===== config.mk =====
export PLATFORM = sky130hd
export DESIGN_NAME = spq_sorted_queue_flat
export DESIGN_NICKNAME = d
export VERILOG_FILES = /design/src/rtl/spq_if.sv /design/src/rtl/spq_sorted_queue.sv /design/src/flat_wrapper.sv
export SDC_FILE = /design/constraint.sdc
export NUM_CORES = 1
export LEC_CHECK = 0
export CAP_MARGIN = 10
export CELL_PAD_IN_SITES_DETAIL_PLACEMENT = 1
export CELL_PAD_IN_SITES_GLOBAL_PLACEMENT = 1
export CORE_MARGIN = 8
export CORE_UTILIZATION = 40
export DETAILED_ROUTE_END_ITERATION = 12
export PLACE_DENSITY = 0.71
export SLEW_MARGIN = 15
export SYNTH_ARGS = -nofsm -noshare
export SYNTH_HDL_FRONTEND = slang
export SYNTH_SLANG_ARGS = --single-unit

===== constraint.sdc =====
create_clock -name clk -period 3.15 [get_ports clk]
set_clock_uncertainty 0.05 [all_clocks]
set_input_delay 0.63 -clock clk [delete_from_list [all_inputs] [get_ports clk]]
set_output_delay 0.63 -clock clk [all_outputs]
set_load 0.02 [all_outputs]

===== src/rtl/spq_if.sv =====
// Producer/consumer bundle for spq_sorted_queue: the master drives enqueue/dequeue
// and data, and the slave returns the head entry and status flags.
interface spq_if #(
    parameter int DATA_W = 8,
    parameter int DEPTH  = 8
);
    localparam int CW = $clog2(DEPTH + 1);

    logic              enqueue_sig;
    logic              dequeue_sig;
    logic [DATA_W-1:0] data_in;
    logic [DATA_W-1:0] data_out;
    logic              empty;
    logic              full;
    logic [CW-1:0]     count;
    logic              overflow;
    logic              underflow;

    modport master (
        output enqueue_sig, dequeue_sig, data_in,
        input  data_out, empty, full, count, overflow, underflow
    );

    modport slave (
        input  enqueue_sig, dequeue_sig, data_in,
        output data_out, empty, full, count, overflow, underflow
    );
endinterface


===== src/rtl/spq_sorted_queue.sv =====
// Clocked systolic sorted priority queue. slot[0] is the head; each slot picks its next value
// from its neighbours and data_in. Optional macro SPQ_EVICT_EN: a full-queue enqueue evicts the tail.
module spq_sorted_queue #(
    parameter int DATA_W    = 8,
    parameter int DEPTH     = 8,
    parameter int MAX_FIRST = 1
) (
    input logic  clk,
    input logic  rst_n,
    spq_if.slave bus
);
    localparam int CW = $clog2(DEPTH + 1);

    typedef enum logic [2:0] {
        OP_IDLE,
        OP_PUSH,
        OP_EVICT,
        OP_POP,
        OP_SWAP
    } op_e;

    logic [DATA_W-1:0] slot_q [DEPTH];
    logic [DATA_W-1:0] slot_d [DEPTH];
    logic [CW-1:0]     count_q, count_d;
    logic              ovf_q, ovf_d;
    logic              udf_q, udf_d;

    // ext[i+1] mirrors slot[i]; ext[0] and ext[DEPTH+1] are zero boundaries.
    logic [DATA_W-1:0] ext [DEPTH+2];
    // kx[i+1]: slot[i] is valid and stays ahead of data_in (ties stay ahead).
    logic [DEPTH+1:0]  kx;
    logic              is_empty, is_full;
    logic              ovf_set, udf_set;
    op_e               op;

    function automatic logic outranks(input logic [DATA_W-1:0] a, input logic [DATA_W-1:0] b);
        return (MAX_FIRST != 0) ? (a > b) : (a < b);
    endfunction

    assign is_empty = (count_q == '0);
    assign is_full  = (count_q == CW'(DEPTH));

    always_comb begin
        for (int unsigned i = 0; i < DEPTH + 2; i++) begin
            ext[i] = '0;
        end
        kx    = '0;
        kx[0] = 1'b1;
        for (int unsigned i = 0; i < DEPTH; i++) begin
            ext[i+1] = slot_q[i];
            kx[i+1]  = (CW'(i) < count_q) && !outranks(bus.data_in, slot_q[i]);
        end
    end

    always_comb begin
        op      = OP_IDLE;
        ovf_set = 1'b0;
        udf_set = 1'b0;
        if (bus.enqueue_sig && bus.dequeue_sig) begin
            if (is_empty) begin
                op      = OP_PUSH;
                udf_set = 1'b1;
            end else begin
                op = OP_SWAP;
            end
        end else if (bus.enqueue_sig) begin
            if (!is_full) begin
                op = OP_PUSH;
            end else begin
`ifdef SPQ_EVICT_EN
                if (outranks(bus.data_in, slot_q[DEPTH-1])) begin
                    op = OP_EVICT;
                end else begin
                    ovf_set = 1'b1;
                end
`else
                ovf_set = 1'b1;
`endif
            end
        end else if (bus.dequeue_sig) begin
            if (is_empty) begin
                udf_set = 1'b1;
            end else begin
                op = OP_POP;
            end
        end
    end

    // Swap treats slot[1..] as the surviving list, so every index shifts by one relative to push.
    always_comb begin
        for (int unsigned i = 0; i < DEPTH; i++) begin
            slot_d[i] = slot_q[i];
            unique case (op)
                OP_PUSH, OP_EVICT: slot_d[i] = kx[i+1] ? ext[i+1] : (kx[i] ? bus.data_in : ext[i]);
                OP_POP:            slot_d[i] = ext[i+2];
                OP_SWAP:           slot_d[i] = kx[i+2] ? ext[i+2]
                                             : (((i == 0) || kx[i+1]) ? bus.data_in : ext[i+1]);
                default:           slot_d[i] = slot_q[i];
            endcase
        end
    end

    always_comb begin
        count_d = count_q;
        unique case (op)
            OP_PUSH: count_d = count_q + CW'(1);
            OP_POP:  count_d = count_q - CW'(1);
            default: count_d = count_q;
        endcase
        ovf_d = ovf_q | ovf_set;
        udf_d = udf_q | udf_set;
    end

    always_ff @(posedge clk or negedge rst_n) begin
        if (!rst_n) begin
            for (int unsigned i = 0; i < DEPTH; i++) begin
                slot_q[i] <= '0;
            end
            count_q <= '0;
            ovf_q   <= 1'b0;
            udf_q   <= 1'b0;
        end else begin
            for (int unsigned i = 0; i < DEPTH; i++) begin
                slot_q[i] <= slot_d[i];
            end
            count_q <= count_d;
            ovf_q   <= ovf_d;
            udf_q   <= udf_d;
        end
    end

    assign bus.data_out  = slot_q[0];
    assign bus.count     = count_q;
    assign bus.empty     = is_empty;
    assign bus.full      = is_full;
    assign bus.overflow  = ovf_q;
    assign bus.underflow = udf_q;
endmodule


===== src/flat_wrapper.sv =====
// flat-port wrapper written by rule: the top's interface ports become plain ports
module spq_sorted_queue_flat 
#(
    parameter int DATA_W    = 8,
    parameter int DEPTH     = 8,
    parameter int MAX_FIRST = 1
)
  (clk, rst_n, bus_enqueue_sig, bus_dequeue_sig, bus_data_in, bus_data_out, bus_empty, bus_full, bus_count, bus_overflow, bus_underflow);
  spq_if #(.DATA_W(DATA_W), .DEPTH(DEPTH)) bus_i ();
  input logic clk;
  input logic rst_n;
  input wire logic [$bits(bus_i.enqueue_sig)-1:0] bus_enqueue_sig;
  input wire logic [$bits(bus_i.dequeue_sig)-1:0] bus_dequeue_sig;
  input wire logic [$bits(bus_i.data_in)-1:0] bus_data_in;
  output wire logic [$bits(bus_i.data_out)-1:0] bus_data_out;
  output wire logic [$bits(bus_i.empty)-1:0] bus_empty;
  output wire logic [$bits(bus_i.full)-1:0] bus_full;
  output wire logic [$bits(bus_i.count)-1:0] bus_count;
  output wire logic [$bits(bus_i.overflow)-1:0] bus_overflow;
  output wire logic [$bits(bus_i.underflow)-1:0] bus_underflow;
  assign bus_i.enqueue_sig = bus_enqueue_sig;
  assign bus_i.dequeue_sig = bus_dequeue_sig;
  assign bus_i.data_in = bus_data_in;
  assign bus_data_out = bus_i.data_out;
  assign bus_empty = bus_i.empty;
  assign bus_full = bus_i.full;
  assign bus_count = bus_i.count;
  assign bus_overflow = bus_i.overflow;
  assign bus_underflow = bus_i.underflow;
  spq_sorted_queue #(.DATA_W(DATA_W), .DEPTH(DEPTH), .MAX_FIRST(MAX_FIRST)) u_core (.clk(clk), .rst_n(rst_n), .bus(bus_i));
endmodule

==> summary.txt <==
Setup path
  – Crit Path Class: in2reg
  – Largest fanout on the critical path: 15
  – Worst EP arrival: 3.25 ns
  – Critical Path Sink Type: flip-flop
  – CP Launch Type: input pin
  – CP required: between 3 and 4 ns

Place
  – Routability cong.: about 0.9
  – Post-placement cell count: between 1000 and 1500
  – Number of port buffers: 27
  – HPWL reported at the end of detailed placement: about 18000 um
  – Placed Area: ~7400 um^2

Logic synthesis
  – Register area share after synthesis: 0.270
  – EDFF count, synth: 0
  – Synth top area cells: dfrtp_1 27%, ha_1 13%, mux2i_1 8.3%
  – Synth unique cells: 66
  – Synthesis Warnings: 0
  – Most common flop cell mapped by yosys: dfrtp_1
  – Syn_area_per_cell: around 8.7 um^2
  – Synth area leader: dfrtp_1
  – Syn Nets: ~800
  – Yosys reg bits: 70
  – Share of synthesized flip-flops with an asynchronous set or reset: 1.00
  – Share of Yosys cell area claimed by the top area cell type: 0.270
  – Synthesized area: between 6000 and 7000 um^2
  – Mapped Cells: about 740

Layout
  – Post-route cell area: approximately 7700 um^2
  – NumNets Final: slightly below 900
  – Area growth from synthesis to layout: 18.8%
  – Non-filler cells in the finished layout: 1030
  – Share of cells above drive strength 1: 0.173
  – N_diodes: 0

Worst hold path
  – Min-delay worst type: in2async

Timing
  – Fin Hold WS: 0.395 ns
  – RSZ-0062 raised after global routing: no
  – Setup violators final: 0
  – Max Slew Vio Count: 0
  – Slew @ Worst Pin: 1.00 ns
  – Final Hold Vio Count: 0
  – Max Freq: 328 MHz
  – Slew HR: 0.332
  – Final Critical Period: 3.05 ns
  – Period utilisation layout: 0.968

Drt
  – Routed wire per std cell: 23.0 um
  – DR iter-0 viols: 406
  – Post-route DRC: 0
  – Number of routed nets with antenna violations: 0
  – WL final: 23700 um
  – Vias: 6300
  – Vias/cell: 6.12
  – Drt pass-1 iters: 5

Global route
  – Via count of the first global-routing pass: 6996
  – Initial antenna violation count: 0
  – Total congestion overflow: 0
  – Largest net degree at the start of global routing: between 70 and 80
  – Global-route wire length before repair: 37900 um
  – Gr usage total: 0.242

Die
  – Site row count: 46
  – Die area: roughly 21000 um^2
  – Core area: roughly 16000 um^2
  – Starting Density: 0.408
  – Die height: between 100 and 150 um
  – I/O Pins: 28
  – Die Width: about 140 um

Clock network
  – Clk root buf: clkbuf_16
  – Clock Tree Buf Depth: 2
  – TritonCTS clock tree: built
  – TritonCTS Sinks: 70
  – Worst skew pair latency: around 0.35 ns
  – Num CTS Buffers: 9
  – Clock slew at reported path FFs: around 0.06 ns
  – Post-CTS setup buffer count: 0
  – H-tree Lvls: 3

Flow run
  – Max-cap viol count: 0

Run status
  – Status: finished, final reports clean

Pwr
  – Final Power: roughly 9000 uW
  – Max rail drop VDD: between 0.4 and 0.5 mV
  – Leak: around 0.0036 uW
  – PwrDens: roughly 1200 nW/um^2
critical path: stages:
cell,delay [ns]
clkdlybuf4s50_1,0.46
buf_12,0.18
ha_1,0.30
a211o_1,0.12
o211ai_1,0.12
a31o_2,0.30
or2_4,0.30
o21ai_1,0.42
o22ai_1,0.17
a211oi_1,0.23
power breakdown:
group          internal [uW]  total [uW]  leakage, uW  switching, uW
Sequential              1370        1980     0.000807            607
Combinational           2760        6190      0.00263           3430
Clock                    551         968     0.000132            416
Total                   4680        9130      0.00357           4450
path summary, 6_finish.rpt:
path	startpoint	end	slack, ns	cells past startpoint
worst max-delay path	bus_data_in[5]	u_core.ext[44]	0.10	10
worst min-delay path	rst_n	u_core.bus.count[1]	0.40	1
worst max register to register	u_core.bus.count[1]	u_core.ext[25]	0.33	11
worst min register to register	u_core.bus.underflow	u_core.bus.underflow	0.41	1
max in group asynchronous	rst_n	u_core.ext[38]	2.00	1
min in group clk	u_core.bus.underflow	u_core.bus.underflow	0.41	1
placed cells by master, fill, tap and decap left out, types with 13 or more instances in the layout:
master / instances
clkdlybuf4s50_1: 25
a22o_1: 16
dfrtp_1: 70
o22ai_1: 14
o21ai_0: 44
nand2_1: 37
ha_1: 68
inv_1: 64
mux2i_1: 54
buf_4: 69
nand4_1: 13
a21oi_1: 71
nor2_1: 50
cell usage after synthesis, types with 6 or more instances:
cell type  number
a21oi_1        71
buf_4          14
inv_1          65
buf_2          11
a21o_1         12
mux2_2          7
o21a_1          9
clkbuf_1       13
o21ai_0        44
a211oi_1       12
o211ai_1        7
mux2i_1        54
nor3_1          9
dfrtp_1        70
and2_1          7
a22oi_1        11
nor2b_1         6
nand3_1         6
buf_6           7
a31oi_1         9
ha_1           68
o22ai_1        14
a221oi_1       11
nor2_1         51
o221a_2         7
nand2_1        38
a22o_1         16
nand4_1        13
final cells by class:
type                       count  area, um^2
clock buffer                  12         246
clock inverter                 4        22.5
sequential                    70        1750
multi-input combinational    557        4170
timing repair buffer         105         981
inverter                      66         248
tap                          216         270
fill                        1873        8190
flip-flops by register name (all words and copies together), names as in the netlist:
register	flops
u_core.bus.data_out	8
u_core.ext	56
u_core.bus.overflow	1
u_core.bus.underflow	1
u_core.bus.count	4
cell families after synthesis:
family | count (synthesis) | synth area share
buffers and inverters | 115 | 0.0873
XOR/XNOR | 3 | 0.00406
multiplexers | 61 | 0.0956
adder cells (fa/ha/maj) | 68 | 0.131
AND/OR/NAND/NOR | 159 | 0.125
flip-flops | 70 | 0.270
AO/OA/AOI/OAI | 266 | 0.287
routing by layer:
layer  wire [um]  GRT usage  vias up
li1            -          -     2898
met1        9570      0.273     3185
met2       12100      0.426      170
met3        1380     0.0644       47
met4         631     0.0908        0
met5           0          0        -
timing repair:
item / 4_1_cts / 5_1_grt
resized for setup: 0 / 7
hold buffers: 0 / 0
setup endpoints to repair: 0 / 31
stage by stage:
step                      setup WS, ns  utilization  setup TNS, ns
after global routing            0.0101        0.484              0
final                            0.102        0.484              0
after CTS                      0.00505        0.483              0
after detailed placement        -0.286        0.466         -11.66
after floorplan                  0.232            -              0
after global placement          -0.198        0.466          -6.34
(Power assumes the default switching activity.)
